File: src/rtl/alu_operand_b_sel_if.sv
// Operand-B selector handshake bundle: request side (op/src lanes) and result side (selected word).
interface alu_operand_b_sel_if #(
    parameter int unsigned WIDTH = 16,
    parameter int unsigned NSRC  = 4,
    parameter int unsigned SELW  = 3
);
    logic                        in_valid;
    logic                        in_ready;
    logic [SELW-1:0]             op;
    logic [(NSRC-1)*WIDTH-1:0]   src_flat;
    logic                        out_valid;
    logic                        out_ready;
    logic [WIDTH-1:0]            mux_out;
    logic                        out_op_err;

    modport master (
        output in_valid, op, src_flat, out_ready,
        input  in_ready, out_valid, mux_out, out_op_err
    );

    modport slave (
        input  in_valid, op, src_flat, out_ready,
        output in_ready, out_valid, mux_out, out_op_err
    );
endinterface

File: src/rtl/alu_operand_b_sel.sv
// Registered N-way operand-B selector with programmable constant slot, skid buffer and
// saturating out-of-range select counter.
module alu_operand_b_sel #(
    parameter int unsigned WIDTH     = 16,
    parameter int unsigned NSRC      = 4,
    parameter int unsigned SELW      = 3,
    parameter int unsigned CONST_RST = 2,
    parameter int unsigned ERRW      = 8
) (
    input  logic                 clk,
    input  logic                 reset_n,
    alu_operand_b_sel_if.slave   bus,
    input  logic                 const_wr_en,
    input  logic [WIDTH-1:0]     const_wr_data,
    output logic [WIDTH-1:0]     const_val,
    output logic [ERRW-1:0]      err_count
);

    typedef struct packed {
        logic [WIDTH-1:0] data;
        logic             err;
    } word_t;

    localparam logic [ERRW-1:0] ERR_MAX = {ERRW{1'b1}};

    word_t            out_q, out_nxt;
    word_t            skid_q, skid_nxt;
    logic             out_valid_q, out_valid_nxt;
    logic             skid_full_q, skid_full_nxt;
    logic [ERRW-1:0]  err_cnt_q, err_cnt_nxt;
    logic [WIDTH-1:0] const_q, const_nxt;
    word_t            sel;
    logic             accept;
    logic             out_free;

    // Slot decode; constant slot sees the pre-write register value
    always_comb begin
        sel.data = '0;
        sel.err  = 1'b0;
        if (bus.op == '0) begin
            sel.data = const_q;
        end else if (32'(bus.op) >= NSRC) begin
            sel.err = 1'b1;
        end else begin
            for (int unsigned k = 1; k < NSRC; k++) begin
                if (32'(bus.op) == k) begin
                    sel.data = bus.src_flat[k*WIDTH-1 -: WIDTH];
                end
            end
        end
    end

    assign accept   = bus.in_valid & ~skid_full_q;
    assign out_free = ~out_valid_q | bus.out_ready;

    always_comb begin
        out_nxt       = out_q;
        skid_nxt      = skid_q;
        out_valid_nxt = out_valid_q;
        skid_full_nxt = skid_full_q;
        err_cnt_nxt   = err_cnt_q;
        const_nxt     = const_q;

        // Output stage refills from skid first to keep FIFO order
        if (out_free) begin
            if (skid_full_q) begin
                out_nxt       = skid_q;
                out_valid_nxt = 1'b1;
                skid_full_nxt = 1'b0;
            end else if (accept) begin
                out_nxt       = sel;
                out_valid_nxt = 1'b1;
            end else begin
                out_valid_nxt = 1'b0;
            end
        end else if (accept) begin
            skid_nxt      = sel;
            skid_full_nxt = 1'b1;
        end

        if (accept && sel.err && (err_cnt_q != ERR_MAX)) begin
            err_cnt_nxt = err_cnt_q + ERRW'(1);
        end

        if (const_wr_en) begin
            const_nxt = const_wr_data;
        end
    end

    always_ff @(posedge clk) begin
        if (!reset_n) begin
            out_q       <= '0;
            skid_q      <= '0;
            out_valid_q <= 1'b0;
            skid_full_q <= 1'b0;
            err_cnt_q   <= '0;
            const_q     <= WIDTH'(CONST_RST);
        end else begin
            out_q       <= out_nxt;
            skid_q      <= skid_nxt;
            out_valid_q <= out_valid_nxt;
            skid_full_q <= skid_full_nxt;
            err_cnt_q   <= err_cnt_nxt;
            const_q     <= const_nxt;
        end
    end

    assign bus.in_ready   = ~skid_full_q;
    assign bus.out_valid  = out_valid_q;
    assign bus.mux_out    = out_q.data;
    assign bus.out_op_err = out_q.err;
    assign const_val      = const_q;
    assign err_count      = err_cnt_q;

endmodule

File: src/flat_wrapper.sv
// flat-port wrapper written by rule: the top's interface ports become plain ports
module alu_operand_b_sel_flat 
#(
    parameter int unsigned WIDTH     = 16,
    parameter int unsigned NSRC      = 4,
    parameter int unsigned SELW      = 3,
    parameter int unsigned CONST_RST = 2,
    parameter int unsigned ERRW      = 8
)
  (clk, reset_n, const_wr_en, const_wr_data, const_val, err_count, bus_in_valid, bus_op, bus_src_flat, bus_out_ready, bus_in_ready, bus_out_valid, bus_mux_out, bus_out_op_err);
  alu_operand_b_sel_if #(.WIDTH(WIDTH), .NSRC(NSRC), .SELW(SELW)) bus_i ();
  input  logic clk;
  input  logic reset_n;
  input  logic const_wr_en;
  input  logic [WIDTH-1:0] const_wr_data;
  output logic [WIDTH-1:0] const_val;
  output logic [ERRW-1:0] err_count;
  input wire logic [$bits(bus_i.in_valid)-1:0] bus_in_valid;
  input wire logic [$bits(bus_i.op)-1:0] bus_op;
  input wire logic [$bits(bus_i.src_flat)-1:0] bus_src_flat;
  input wire logic [$bits(bus_i.out_ready)-1:0] bus_out_ready;
  output wire logic [$bits(bus_i.in_ready)-1:0] bus_in_ready;
  output wire logic [$bits(bus_i.out_valid)-1:0] bus_out_valid;
  output wire logic [$bits(bus_i.mux_out)-1:0] bus_mux_out;
  output wire logic [$bits(bus_i.out_op_err)-1:0] bus_out_op_err;
  assign bus_i.in_valid = bus_in_valid;
  assign bus_i.op = bus_op;
  assign bus_i.src_flat = bus_src_flat;
  assign bus_i.out_ready = bus_out_ready;
  assign bus_in_ready = bus_i.in_ready;
  assign bus_out_valid = bus_i.out_valid;
  assign bus_mux_out = bus_i.mux_out;
  assign bus_out_op_err = bus_i.out_op_err;
  alu_operand_b_sel #(.WIDTH(WIDTH), .NSRC(NSRC), .SELW(SELW), .CONST_RST(CONST_RST), .ERRW(ERRW)) u_core (.clk(clk), .reset_n(reset_n), .bus(bus_i), .const_wr_en(const_wr_en), .const_wr_data(const_wr_data), .const_val(const_val), .err_count(err_count));
endmodule
File: config.mk
export PLATFORM = sky130hd
export DESIGN_NAME = alu_operand_b_sel_flat
export DESIGN_NICKNAME = d
export VERILOG_FILES = /design/src/rtl/alu_operand_b_sel_if.sv /design/src/rtl/alu_operand_b_sel.sv /design/src/flat_wrapper.sv
export SDC_FILE = /design/constraint.sdc
export NUM_CORES = 1
export LEC_CHECK = 0
export ABC_AREA = 1
export BUFFER_PORTS_ARGS = -buffer_cell sky130_fd_sc_hd__buf_2
export CORE_UTILIZATION = 44
export CTS_CLUSTER_DIAMETER = 80
export DETAILED_ROUTE_END_ITERATION = 8
export HOLD_SLACK_MARGIN = 0.1
export PLACE_DENSITY_LB_ADDON = 0.08
export SETUP_SLACK_MARGIN = 0.02
export SLEW_MARGIN = 15
export SYNTH_ARGS = -nofsm -noshare
export SYNTH_HDL_FRONTEND = slang
export SYNTH_SLANG_ARGS = --single-unit
File: constraint.sdc
create_clock -name clk -period 1.2 [get_ports clk]
set_input_delay 0 -clock clk [delete_from_list [all_inputs] [get_ports clk]]
set_output_delay 0 -clock clk [all_outputs]
set_load 0.05 [all_outputs]
==> results.txt, run 1 <==
Outcome: complete, but fails checks
Failing checks: DRC, setup timing
Iteration count of the initial detailed-routing pass: 7
Initial antenna violation count: 0
Iter 0 DRT Violations: 261
Crit-path slowest cell: dfxtp_4
Relative slew slack: 66.30%
Setup slack after layout: -24.82 ps
Post-Layout Cell Count: 666
Fraction of layout cells with a size suffix above 1: 33.96%
ANT cells: 0
Required time of the critical path: 1420 ps
CP Capture Type: flop
Leak Pwr: 2.131 nW
Clk_lat worst skew: 330 ps
Core Footprint: 6495 sq um
Post-synthesis cell count: 428
Layout area overhead: 47.74%
DRC: 6
Fin nets: 657
Overall routing resource usage: 29.57%
Utilization after layout: 68.73%
Tmin final: 1225 ps
Final slew viol count: 0
Initial core utilization: 46.52%
Die extent in y: 84.87 microns
Row count: 29
Final hold viol count: 0
Largest net degree at the start of global routing: 34
Worst Path Arrival: 1450 ps
Detail Placement HPWL: 6903 microns
Final WL: 10280 microns
F_max: 816.4 MHz
Filler cell count: 576
Worst min-delay path category: input port to flop
RD Place Congestion: 0.8494
Netlist cell types: 26
Critical-path cell list: ha_4 -> inv_4 -> nor3_1 -> nand3_1 -> nand2_1 -> nor2_1
H-tree levels: 3
Grt ovf: 0
Die area: 7203 sq um
Via Count: 3640
Vias in the first global route: 3473
Crit share post-route: 102.1%
Area taken by multi-input logic gates: 1618 sq um
Root buf cell: clkbuf_8
Clk buf depth: 2
Clk slew on worst S/H paths: 70 ps
Crit path largest cell delay: 370 ps
Worst Path Class, Setup: flop to flop
Synthesized area per cell: 7.060 sq um
Number of CTS-inserted buffers: 9
Ports: 115
Seq/Total Area, Yosys: 39.75%
Global-route wire length before repair: 16540 microns
Peak VDD IR: 0.7230 mV
Die width: 84.87 microns
FF+latch area: 1231 sq um
Worst-Margin Slew: 504.9 ps
Final setup viols: 1
PortBufs: 114
CTS tree: yes
Max cap viols: 0
Final clock skew: 9.002 ps
Post-Syn Area: 3022 sq um
Cells after DPL: 612
Pwr per Cell Area: 1172 nW/um^2
Worst-path maximum fanout: 4
Wire per inst: 15.44 microns
Antenna viol nets, final: 0
Vias per cell: 5.465
Syn Nets: 501
Ys Warns: 0
CTS sink count: 60
Post-synthesis register bit count: 60
CP startpoint kind: flop
RSZ-0062 raised after global routing: yes
[worst paths after layout]
kind / startpoint / end / slack, ps / depth (start not counted)
max: u_core.err_count[1]$_SDFFE_PN0P_ / u_core.err_count[6]$_SDFFE_PN0P_ / -20 / 6
min: bus_src_flat[36] / u_core.skid_q[5]$_SDFFE_PN0P_ / 100 / 5
max reg2reg: u_core.err_count[1]$_SDFFE_PN0P_ / u_core.err_count[6]$_SDFFE_PN0P_ / -20 / 6
min reg2reg: u_core.err_count[7]$_SDFFE_PN0P_ / u_core.err_count[7]$_SDFFE_PN0P_ / 500 / 2
[sequential cells by signal, summed over array words and instances (netlist names)]
| signal | cells |
|---|---|
| u_core.bus.out_op_err | 1 |
| u_core.const_val | 16 |
| u_core.bus.mux_out | 16 |
| u_core.bus.out_valid | 1 |
| u_core.skid_q | 17 |
| u_core.err_count | 8 |
| u_core.skid_full_q | 1 |
[layout make-up]
type                       count  area share [%]
clock buffer                  13           4.036
clock inverter                 3          0.3643
inverter                      30           3.083
multi-input combinational    308           36.24
sequential                    60           27.58
tap                           77           2.158
timing repair buffer         175           26.54
[layout by cell type, fill, tap and decap left out, types with 4 or more instances in the layout]
cell type      instances
nor2_1                65
nor2_4                 4
buf_6                  5
clkbuf_8              11
a21oi_1               33
buf_12                 4
buf_2                113
inv_1                 21
nand2_1               45
a21oi_2                5
inv_4                  4
dfxtp_4                7
nor2_2                 6
dfxtp_1               50
nand4_1               47
buf_4                 19
dlygate4sd3_1         34
o21ai_1               33
nand3_1               38
o21ai_0               17
[layer usage]
metal  global-route usage (%)  wire (microns)  part of all wire, %
met2                    48.56            4924                   48
met4                    16.02             390                  3.8
met1                    37.52            4213                   41
met5                        0               0                    0
met3                    4.572             755                  7.3
[cells by family after synthesis]
logic type                 share of synthesized area, %
AOI/OAI and AO/OA                                 15.20
buffers and inverters                             9.565
adders and majority gates                        0.4140
xor gates and xnor gates                         0.5798
DFF                                               39.75
and+or+nand+nor                                   34.49
[Yosys cell counts]
cell type / instances / area (sq um)
xor2_1: 2 / 17.52
nand3_1: 38 / 190.2
a211oi_2: 1 / 12.51
buf_1: 1 / 3.750
nor2_8: 2 / 40.04
nor2_2: 2 / 12.51
clkbuf_1: 10 / 37.54
a31oi_1: 1 / 6.260
dfxtp_1: 60 / 1201
o21ai_0: 25 / 125.1
o21ai_1: 25 / 125.1
nand2_4: 2 / 22.52
buf_2: 16 / 80.08
ha_1: 1 / 12.51
a21oi_1: 38 / 190.2
nor2_4: 2 / 22.52
inv_4: 2 / 12.51
inv_2: 4 / 15.01
nor3_1: 2 / 10.01
nand4_1: 47 / 294.0
nor2_1: 71 / 266.5
inv_1: 23 / 86.33
clkinv_4: 1 / 8.760
nand2_1: 47 / 176.4
nor3b_1: 1 / 7.510
buf_6: 4 / 45.04
[where the power goes]
part,internal [W],switching [W],total (W)
clock network,0.000984,0.000819,0.00180
registers,0.00210,0.0000823,0.00218
logic,0.000439,0.000808,0.00125
total,0.00352,0.00171,0.00523
[critical path, delay by kind of cell, from the launching register on]
kind          cells  cell delay, ps
simple gates      4             550
fa+ha+maj         1             140
flops             1             370
buf+inv           1              50
[per-stage QoR]
stage	area [sq um]	TNS (ps)	setup slack [ps]	power, W	hold WS (ps)
after global routing	4464	-571.2	-121.7	0.005457	115.8
after detailed placement	3794	-7.516	-7.516	0.003323	219.2
final	4464	-24.82	-24.82	0.005231	103.1
after CTS	4385	0	7.809	0.005199	101.3
after floorplan	3077	-1368	-133.2	0.002945	127.1
after global placement	3794	0	37.71	0.003313	218.2
[repair_timing]
item,in CTS,in global routing
gates cloned,1,0
pin swaps,1,1
gates resized for setup,5,30
hold endpoints to repair,31,0
endpoints found under the setup margin,16,37
hold buffers,34,0
buffers inserted,3,0
No activity file was read; power rests on OpenSTA's default activity.
==> run 2, diff against run 1 <==
PLACE_DENSITY = 0.77   (was default)
PLACE_DENSITY_LB_ADDON = default   (was 0.08)
TNS_END_PERCENT = 100   (was default)
==> results.txt, run 2 (synthesized netlist as in run 1, its figures left out) <==
Power Total: 0.005669 W
Most frequent cells in the layout: buf_2 (113), nor2_1 (61), dlygate4sd3_1 (58)
Final clock skew: 8.890 ps
Worst Path Class, Setup: flop to flop
CTS tree: yes
Max reg flops: 17
Fraction of layout cells with a size suffix above 1: 36.16%
GR peak layer: met2
Leak Pwr: 2.266 nW
Root buf cell: clkbuf_8
Vias per cell: 5.615
Clk slew on worst S/H paths: 70 ps
Initial antenna violation count: 0
Worst Path Arrival: 1450 ps
Layout area overhead: 61.41%
Wire per inst: 16.21 microns
Failing checks: DRC, setup timing
Outcome: complete, but fails checks
Relative slew slack: 67.52%
Worst-path maximum fanout: 5
GR Util met2: 52.11%
Worst Hold Slack: 112.5 ps
Commonest non-fill, non-tap cell in the layout: buf_2
Clk_lat worst skew: 340 ps
Crit share post-route: 102.2%
Iteration count of the initial detailed-routing pass: 8
Ports: 115
Global-route wire length before repair: 17410 microns
Final WL: 11200 microns
F_max: 815.8 MHz
DRC: 4
Iter 0 DRT Violations: 352
Required time of the critical path: 1430 ps
Grt met3 use: 5.934%
Core Footprint: 6495 sq um
Clk buf depth: 2
Detail Placement HPWL: 6620 microns
RSZ-0062 raised after global routing: yes
Worst min-delay path category: input port to flop
Antenna viol nets, final: 0
Die extent in y: 84.87 microns
Max cap viols: 0
GR met1 Demand/Resource: 38.35%
Worst-Margin Slew: 486.7 ps
Via Count: 3880
Final slew viol count: 0
Final setup viols: 9
Pwr per Cell Area: 1162 nW/um^2
CP startpoint kind: flop
Row count: 29
Peak VDD IR: 0.9452 mV
PortBufs: 114
ANT cells: 0
Grt ovf: 0
Placed Instance Area: 3801 sq um
Initial core utilization: 46.52%
CTS sink count: 60
Tmin final: 1226 ps
Fin nets: 682
Top reg by flops: u_core.skid_q
Die width: 84.87 microns
Vias in the first global route: 3651
Overall routing resource usage: 30.91%
Post-route cell area: 4877 sq um
Largest net degree at the start of global routing: 40
H-tree levels: 3
Die area: 7203 sq um
RD Place Congestion: 0.8127
Number of CTS-inserted buffers: 9
CP Capture Type: flop
Setup slack after layout: -25.85 ps
Final hold viol count: 0
## run 2: cell types whose count changed in the layout (fill, tap and decap cells not counted), sizes merged
cell / previous run / this run
dlymetal6s4s: 0 / 1
dlygate4sd3: 34 / 58
bufinv: 0 / 2
inv: 30 / 29
buf: 141 / 140
## run 2: worst paths after layout
kind                                          start  slack (ps)                            endpoint  cells after the start
setup / recovery  u_core.bus.out_valid$_SDFFE_PN0P_         -30  u_core.bus.mux_out[3]$_SDFFE_PN0P_                      8
hold / removal                          const_wr_en         110    u_core.const_val[4]$_SDFFE_PN0P_                      3
setup reg to reg  u_core.bus.out_valid$_SDFFE_PN0P_         -30  u_core.bus.mux_out[3]$_SDFFE_PN0P_                      8
hold reg to reg    u_core.const_val[1]$_SDFFE_PN1P_         490    u_core.const_val[1]$_SDFFE_PN1P_                      2
## run 2: worst max-delay path: stages, from the launching register on
cell and delay [ps]:
dfxtp_4 350, inv_2 40, nor2_4 140, buf_12 130, nor2_8 50, buf_6 130
buf_4 130, o21ai_2 110, a21oi_2 40
## run 2: cell type report
| class | instances | area, sq um |
|---|---|---|
| Multi-Input combinational cell | 308 | 1700 |
| Fill cell | 441 | 1618 |
| Timing Repair Buffer | 200 | 1488 |
| Sequential cell | 60 | 1229 |
| Clock buffer | 12 | 156.4 |
| Inverter | 30 | 137.6 |
| Tap cell | 77 | 96.34 |
| Clock inverter | 4 | 70.07 |
## run 2: power by group
group | internal [W] | switching, W
clock | 0.00129 | 0.000811
sequential | 0.00210 | 0.0000964
combinational | 0.000522 | 0.000848
## run 2: what timing repair did
action | in CTS | in global routing
pin swaps | 2 | 11
endpoints found under the setup margin | 5 | 31
gates resized for setup | 4 | 54
buffers inserted | 1 | 4
hold buffers | 58 | 1
endpoints found under the hold margin | 43 | 1
gates cloned | 1 | 2
## run 2: layer usage
layer | up-vias | part of all wire (%)
met5 | - | 0
met4 | 0 | 2.7
met3 | 35 | 8.2
met2 | 219 | 50
met1 | 1788 | 40
li1 | 1838 | -
## run 2: stage by stage
| stage | std cells | utilization [%] | setup slack (ps) | setup TNS (ps) |
|---|---|---|---|---|
| final | 691 | 75.09 | -25.85 | -113.5 |
| after global routing | 691 | 75.09 | -107.3 | -1901 |
| after CTS | 684 | 71.32 | 7.595 | 0 |
| after detailed placement | 608 | 58.52 | -1.959 | -1.959 |
| after global placement | 608 | 58.52 | 29.81 | 0 |
| after floorplan | 428 | - | -133.2 | -1368 |
==> run 3, diff against run 2 <==
ABC_AREA = default   (was 1)
CORE_UTILIZATION = 43   (was 44)
==> results.txt, run 3 <==
Layout area overhead: 56.03%
FF+latch area: 1294 sq um
R2R cell count: 5
Leak Pwr: 1.892 nW
Die extent in y: 81.34 microns
Ports: 115
Via Count: 2596
Worst min-delay path category: input port to flop
Synthesized area per cell: 11.14 sq um
Area taken by multi-input logic gates: 1481 sq um
Initial core utilization: 45.18%
Iter 0 DRT Violations: 118
Max reg flops: 17
Critical path endpoint: u_core.err_count[5]$_SDFFE_PN0P_
Vias per cell: 5.375
Required time of the critical path: 1460 ps
Vias in the first global route: 2576
Post-synthesis cell count: 243
Most used DFF post-synth: dfxtp_1
Commonest cells post-synth: dfxtp_1 (60), mux2i_1 (19), nor2b_1 (19)
R2r setup slk: -220 ps
Final WL: 7728 microns
Crit share post-route: 118.3%
Die area: 6615 sq um
RD Place Congestion: 0.7549
Final clock skew: 10.65 ps
Global-route wire length before repair: 12030 microns
Top cell type's share of synthesized area: 44.38%
Post-synthesis register bit count: 60
Initial antenna violation count: 0
Iteration count of the initial detailed-routing pass: 4
Wire per inst: 16.00 microns
Overall routing resource usage: 24.45%
Outcome: complete, but fails checks
Reg2reg start: u_core.skid_full_q$_SDFFE_PP0P_
Filler cell count: 423
Syn Nets: 316
Most numerous cell in the Yosys netlist: dfxtp_1
Worst-Margin Slew: 480.3 ps
DRC: 0
Top cell type by total area after synthesis: dfxtp_1
Relative slew slack: 67.98%
Final hold viol count: 0
Row count: 28
Top reg by flops: u_core.skid_q
Setup crit start: u_core.skid_full_q$_SDFFE_PP0P_
H-tree levels: 3
Max cap viols: 0
Largest net degree at the start of global routing: 46
Grt ovf: 0
Antenna viol nets, final: 0
Root buf cell: clkbuf_8
Netlist cell types: 35
Detail Placement HPWL: 5055 microns
Worst Path Class, Setup: flop to flop
CP startpoint kind: flop
Pwr per Cell Area: 1124 nW/um^2
Hold_buf cts: 18
Clk slew on worst S/H paths: 70 ps
R2r endpoint: u_core.err_count[5]$_SDFFE_PN0P_
Seq/Total Area, Yosys: 44.38%
Place WS: -585.3 ps
Post-synth EDFFs: 0
Worst Path Arrival: 1680 ps
Post-Syn Area: 2706 sq um
CTS tree: yes
Ys Warns: 0
Peak VDD IR: 0.6595 mV
Clk buf depth: 2
Failing checks: setup timing
Area contributors post-synth: dfxtp_1 (44%), mux4_2 (13%), mux2i_1 (7.0%), a22o_1 (5.2%), a22oi_1 (4.4%)
Setup slack after layout: -219.6 ps
Clk_lat worst skew: 340 ps
F_max: 704.4 MHz
ANT cells: 0
Fin nets: 476
Number of CTS-inserted buffers: 9
Worst-path maximum fanout: 5
PortBufs: 114
Final setup viols: 42
Commonest non-fill, non-tap cell in the layout: buf_2
Tmin final: 1420 ps
Die width: 81.34 microns
Power Total: 0.004745 W
RSZ-0062 raised after global routing: yes
Ys async rst share: 0%
CTS sink count: 60
Fraction of layout cells with a size suffix above 1: 54.66%
Core Footprint: 5991 sq um
Most frequent cells in the layout: buf_2 (114), dfxtp_1 (34), dfxtp_4 (24)
Final slew viol count: 0
CP Capture Type: flop
run 3: cell families (layout without fill, tap and decap cells):
kind of cell | count (synthesis) | after routing | share of synthesized area [%]
fa+ha+maj | 1 | 1 | 0.4622
xor+xnor | 3 | 3 | 0.9711
simple gates | 47 | 47 | 10.31
flops | 60 | 60 | 44.38
compound gates | 76 | 76 | 19.51
buf+inv | 21 | 186 | 4.022
mux | 35 | 35 | 20.34
run 3: repair_timing:
action / 4_1_cts / 5_1_grt
endpoints found under the hold margin: 20 / 2
gates resized for setup: 22 / 2
cloned: 3 / 0
buffers inserted: 8 / 1
endpoints found under the setup margin: 41 / 44
pin swaps: 4 / 4
run 3: critical path: stages (launching register included):
cell	delay [ps]
dfxtp_4	350
buf_12	120
and3b_2	260
o21ai_4	70
or4_1	410
a21boi_1	140
run 3: final cells by class:
| type | count | area share, % |
|---|---|---|
| Clock buffer | 10 | 3.022 |
| Clock inverter | 6 | 0.7407 |
| Inverter | 1 | 0.1778 |
| Multi-Input combinational cell | 162 | 35.08 |
| Sequential cell | 60 | 30.64 |
| Tap cell | 75 | 2.222 |
| Timing Repair Buffer | 169 | 28.12 |
run 3: worst min-delay path by stage:
stage,from,to,slack [ps],cells after the start
after floorplan,const_wr_data[1],u_core.const_val[1]$_SDFFE_PN1P_,130,2
final,bus_in_valid,u_core.skid_full_q$_SDFFE_PP0P_,60,4
after global routing,bus_in_valid,u_core.skid_full_q$_SDFFE_PP0P_,70,4
after global placement,const_wr_data[1],u_core.const_val[1]$_SDFFE_PN1P_,210,3
after detailed placement,const_wr_data[1],u_core.const_val[1]$_SDFFE_PN1P_,240,3
after CTS,bus_in_valid,u_core.skid_full_q$_SDFFE_PP0P_,20,4
run 3: stage by stage:
step	utilization, %	hold WS, ps	setup TNS [ps]	area [sq um]	instances
3_5_place_dp	60.53	239.5	-13040	3626	437
4_1_cts	70.03	15.84	-4865	4195	482
2_1_floorplan	-	127.9	-3522	2853	243
6_report	70.49	56.99	-5882	4223	483
3_3_place_gp	60.53	214.0	-11940	3626	437
5_1_grt	70.49	65.62	-8204	4223	483
run 3: power by group:
part           internal [W]  switching, W  leakage (nW)  total (W)
sequential          0.00206     0.0000581         0.508    0.00212
combinational      0.000475      0.000640          1.30    0.00111
clock              0.000726      0.000786        0.0832    0.00151
run 3: routing by layer:
layer  track usage [%]  routed length (microns)  up-vias
met1             30.38                     3309     1260
met2             41.58                     3970       88
met5                 0                        0        -
li1                  -                        -     1240
met4             10.00                      112        0
met3             4.270                      336        8
